**config.mk**
```make
export PLATFORM = sky130hd
export DESIGN_NAME = serial_subtractor
export DESIGN_NICKNAME = d
export VERILOG_FILES = /design/src/rtl/serial_subtractor.sv
export SDC_FILE = /design/constraint.sdc
export NUM_CORES = 1
export LEC_CHECK = 0
export ABC_AREA = 0
export CAP_MARGIN = 20
export CORE_UTILIZATION = 53
export DETAILED_ROUTE_END_ITERATION = 10
export PLACE_DENSITY = 0.87
export SETUP_SLACK_MARGIN = 0.05
export SYNTH_ARGS = -nofsm -noshare
export SYNTH_HDL_FRONTEND = slang
export SYNTH_SLANG_ARGS = --single-unit
```
**constraint.sdc**
```tcl
create_clock -name clk -period 2 [get_ports clk]
set_input_delay 0.5 -clock clk [delete_from_list [all_inputs] [get_ports clk]]
set_output_delay 0.5 -clock clk [all_outputs]
set_load 0.05 [all_outputs]
```
**src/rtl/serial_subtractor.sv**
```systemverilog
// -----------------------------------------------------------------------------
// serial_subtractor
//
// Bit-serial WIDTH-bit subtractor computing a - b - bin, LSB first, one bit
// per clock. A single full-subtractor cell plus a registered borrow replaces
// WIDTH chained cells. A start/done handshake connects it to the controller.
//
// Parameters:
//   WIDTH  operand/result width in bits (>= 2), default 8
//
// Ports:
//   clk    in   system clock, rising edge
//   rst_n  in   synchronous reset, active-low
//   start  in   request, sampled only while busy = 0
//   a      in   [WIDTH] minuend, captured on accepted start
//   b      in   [WIDTH] subtrahend, captured on accepted start
//   bin    in   borrow-in, captured on accepted start
//   busy   out  high while bits are being processed (RUN)
//   done   out  one-cycle pulse; diff/bout valid from this cycle onward
//   diff   out  [WIDTH] a - b - bin mod 2^WIDTH
//   bout   out  borrow-out, 1 when a < b + bin (unsigned)
//   ovf    out  signed overflow; present only with SERIAL_SUB_OVF_EN defined
//
// Build option:
//   SERIAL_SUB_OVF_EN  adds the ovf output and its operand-sign latches.
//
// Timing: accepting edge T0, RUN during cycles T0+1 .. T0+WIDTH, done high
// in cycle T0+WIDTH+1. With start held high a new operation is accepted in
// the DONE cycle, giving one result every WIDTH+1 cycles.
// -----------------------------------------------------------------------------
module serial_subtractor #(
    parameter int WIDTH = 8
) (
    input  logic             clk,
    input  logic             rst_n,
    input  logic             start,
    input  logic [WIDTH-1:0] a,
    input  logic [WIDTH-1:0] b,
    input  logic             bin,
    output logic             busy,
    output logic             done,
    output logic [WIDTH-1:0] diff,
    output logic             bout
`ifdef SERIAL_SUB_OVF_EN
    ,
    output logic             ovf
`endif
);

    localparam int CW = (WIDTH > 1) ? $clog2(WIDTH) : 1;
    localparam logic [CW-1:0] LAST_BIT = CW'(WIDTH - 1);

    localparam logic [1:0] IDLE = 2'd0;
    localparam logic [1:0] RUN  = 2'd1;
    localparam logic [1:0] DONE = 2'd2;

    logic [1:0]       state;
    logic [WIDTH-1:0] a_sr;
    logic [WIDTH-1:0] b_sr;
    // Holds the WIDTH-1 bits produced so far; the final bit is merged in
    // combinationally on the last RUN cycle, so no register bit goes unused.
    logic [WIDTH-2:0] diff_sr;
    logic             br;
    logic [CW-1:0]    cnt;

`ifdef SERIAL_SUB_OVF_EN
    logic             a_msb;
    logic             b_msb;
`endif

    // Full-subtractor cell
    logic             x;
    logic             y;
    logic             d;
    logic             br_next;
    logic [WIDTH-1:0] diff_full;

    always_comb begin
        x         = a_sr[0];
        y         = b_sr[0];
        d         = x ^ y ^ br;
        br_next   = (~x & y) | (~(x ^ y) & br);
        diff_full = {d, diff_sr};
    end

    assign busy = (state == RUN);
    assign done = (state == DONE);

    always_ff @(posedge clk) begin
        if (!rst_n) begin
            state   <= IDLE;
            a_sr    <= '0;
            b_sr    <= '0;
            diff_sr <= '0;
            br      <= 1'b0;
            cnt     <= '0;
            diff    <= '0;
            bout    <= 1'b0;
`ifdef SERIAL_SUB_OVF_EN
            a_msb   <= 1'b0;
            b_msb   <= 1'b0;
            ovf     <= 1'b0;
`endif
        end else begin
            case (state)
                IDLE, DONE: begin
                    if (start) begin
                        a_sr  <= a;
                        b_sr  <= b;
                        br    <= bin;
                        cnt   <= '0;
`ifdef SERIAL_SUB_OVF_EN
                        a_msb <= a[WIDTH-1];
                        b_msb <= b[WIDTH-1];
`endif
                        state <= RUN;
                    end else begin
                        state <= IDLE;
                    end
                end

                RUN: begin
                    a_sr    <= a_sr >> 1;
                    b_sr    <= b_sr >> 1;
                    diff_sr <= diff_full[WIDTH-1:1];
                    br      <= br_next;
                    if (cnt == LAST_BIT) begin
                        // Last bit: publish result; counter stays put so it
                        // never wraps inside an operation.
                        diff  <= diff_full;
                        bout  <= br_next;
`ifdef SERIAL_SUB_OVF_EN
                        ovf   <= (a_msb != b_msb) && (d != a_msb);
`endif
                        state <= DONE;
                    end else begin
                        cnt   <= cnt + CW'(1);
                    end
                end

                default: state <= IDLE;
            endcase
        end
    end

endmodule

```
==> results_dict.tcl <==
set metrics [dict create \
    status "completed" \
    port_buffers 30 \
    cts_tree "yes" \
    ant_nets 0 \
    dieHeight_um 55.4 \
    cp-end-kind "output pin" \
    hp-class "reg -> reg" \
    clkTransAtPathRegs_ns 0.10 \
    fin_skew_ns 0.00671 \
    crit_path_max_incr_delay_ns 0.43 \
    r2r_slack_ns 0.28 \
    die_area_um2 3070 \
    clk_path_buf_depth 2 \
    drt_iter0_markers 46 \
    holdPathStages 2 \
    drv_slew 0 \
    finalHoldViolCount 0 \
    vias 1346 \
    tightestPinTransition_ns 0.490 \
    nNetsFinal 240 \
    ir_drop_mv 0.580 \
    grtUsageTotal_pct 21.4 \
    ys.flop_type "dfxtp_1" \
    fmax_mhz 550 \
    cp_cell_sequence "nand2b_1 > inv_2 > buf_12" \
    synth_top_area_share_pct 50.3 \
    cts_setup_buffers 0 \
    syn_area_per_cell_um2 8.09 \
    final_common_cell "nand2_1" \
    ios 31 \
    syn_area_um2 1510 \
    antenna_cells 0 \
    cts_resized 7 \
    hp-start "diff[0]" \
    start_util_pct 55.3 \
    synthArstFlopShare_pct 0 \
    yosysSeqAreaShare_pct 50.3 \
    grt_overflow 0 \
    power.density_nw_per_um2 736 \
    clock-sinks 38 \
    required_ns 1.50 \
    finalCritPeriodShare_pct 91.0 \
    htree_levels 2 \
    startpoint_type "flip-flop" \
    cp.arrival_ns 1.32 \
    hold_path_end "diff[0]" \
    netlist_top_cells_area "dfxtp_1 (50%), nand2_1 (13%), a21oi_1 (6.9%)" \
    wl_per_cell_um 12.4 \
    cts_root_buffer "clkbuf_4" \
    grt_max_degree 41 \
    rows 19 \
    p_total_mw 1.38 \
    hold_buffers 0 \
    antenna_found_initial 0 \
    core_um2 2730 \
    grt_pass1_wl_um 5030 \
    ys_ff_latch 38 \
    fin_tns_setup_ns 0 \
    via_per_inst 5.43 \
    synth_top_area_cell "dfxtp_1" \
    fin_ws_ns 0.180 \
    setup_viol 0 \
    numCtsBuffers 5 \
    synth_edf_count 0 \
    die_x_um 55.4 \
    worst-setup-path-type "reg -> out" \
    worstRegToRegCells 5 \
    rsz0062_at_grt "no" \
    area_growth_pct 23.5 \
    synth.distinct_cells 22 \
    maxSlewHeadroom_pct 67.4 \
    crit_path_max_fanout 18 \
    layout_common_cells "nand2_1 (54), dfxtp_1 (38), a21oi_1 (21), clkdlybuf4s50_1 (19)" \
    crit_slowest_cell "dfxtp_1" \
    postSynthCellCount 187 \
    syn-num-nets 210 \
    timing.rr.end "diff[1]" \
    cellLeakagePower_nw 0.714 \
    drt-total-wl_um 3080 \
    layout_min_cycle_time_ns 1.82 \
    clk_latency_ns 0.34 \
    r2r-start "cnt[0]" \
    first_pass_iters 5 \
    gp_congestion 0.722 \
    yosysWarnings 0 \
    drive_above_1_share_pct 7.83 \
    cap_viol_max_count 0 \
    dp_slack_ns 0.290 \
    fillers 226 \
    remaining_drc_errors 0 \
    grt_pass1_vias 1199 \
]
==> Yosys cell counts (3+ instances only) <==
cell      count
buf_2         6
nand2_1      54
nor2_1        3
dfxtp_1      38
inv_1         3
nand3b_1      3
o21ai_0      14
a31oi_1      14
nand3_1      11
a21oi_1      21
buf_4         3
clkbuf_1      4
==> state kept, by name (all words and copies together) (netlist names) <==
signal   flops
b_sr         8
br           1
bout         1
diff         8
diff_sr      7
a_sr         8
state        2
cnt          3
==> area by class of cell <==
type                       instances  area [µm²]  area share (%)
clock buffer                       7        45.0            2.41
inverter                           4        15.0           0.804
multi-input combinational        132         669            35.8
sequential                        38         761            40.7
tap                               31        38.8            2.08
timing repair buffer              36         339            18.2
==> critical path: cells and delay by family, from the launching register on <==
kind	cells	cell delay (ns)
DFF	1	0.43
and+or+nand+nor	1	0.12
buffers and inverters	2	0.43
==> worst max-delay path by stage <==
stage	slack, ns	depth (start not counted)	end	startpoint
global placement	0.36	5	diff[1]	cnt[0]
floorplan	0.44	1	done	state[1]
CTS	0.18	3	busy	state[0]
global route	0.09	3	busy	state[0]
detailed placement	0.29	5	a_sr[5]	start
finish	0.18	3	busy	state[0]
==> per-stage QoR <==
stage	utilization (%)	std cells	hold slack (ns)	instance area (µm²)
global route	68.3	248	0.493	1870
floorplan	-	187	0.437	1510
detailed placement	67.0	241	0.447	1830
finish	68.3	248	0.457	1870
CTS	68.3	248	0.458	1870
global placement	67.0	241	0.444	1830
==> kinds of logic (layout without fill, tap and decap cells) <==
| group | count (synthesis) | count (layout) | synth area share (%) |
|---|---|---|---|
| AOI/OAI and AO/OA | 52 | 52 | 19.1 |
| buffers and inverters | 17 | 47 | 5.46 |
| adders and majority gates | 3 | 3 | 2.98 |
| and+or+nand+nor | 77 | 77 | 22.2 |
| DFF | 38 | 38 | 50.3 |
==> report_power, final <==
part	internal, mW	switching, mW
registers	0.795	0.0206
logic	0.0917	0.107
clock network	0.132	0.228
==> routing by layer <==
| metal | track usage (%) | share of wire, % | up-vias |
|---|---|---|---|
| met1 | 23.5 | 43 | 610 |
| met5 | 0 | 0 | - |
| met4 | 8.93 | 1.5 | 0 |
| met3 | 8.20 | 5.5 | 5 |
| li1 | - | - | 695 |
| met2 | 36.8 | 50 | 36 |
(Power assumes the default switching activity.)
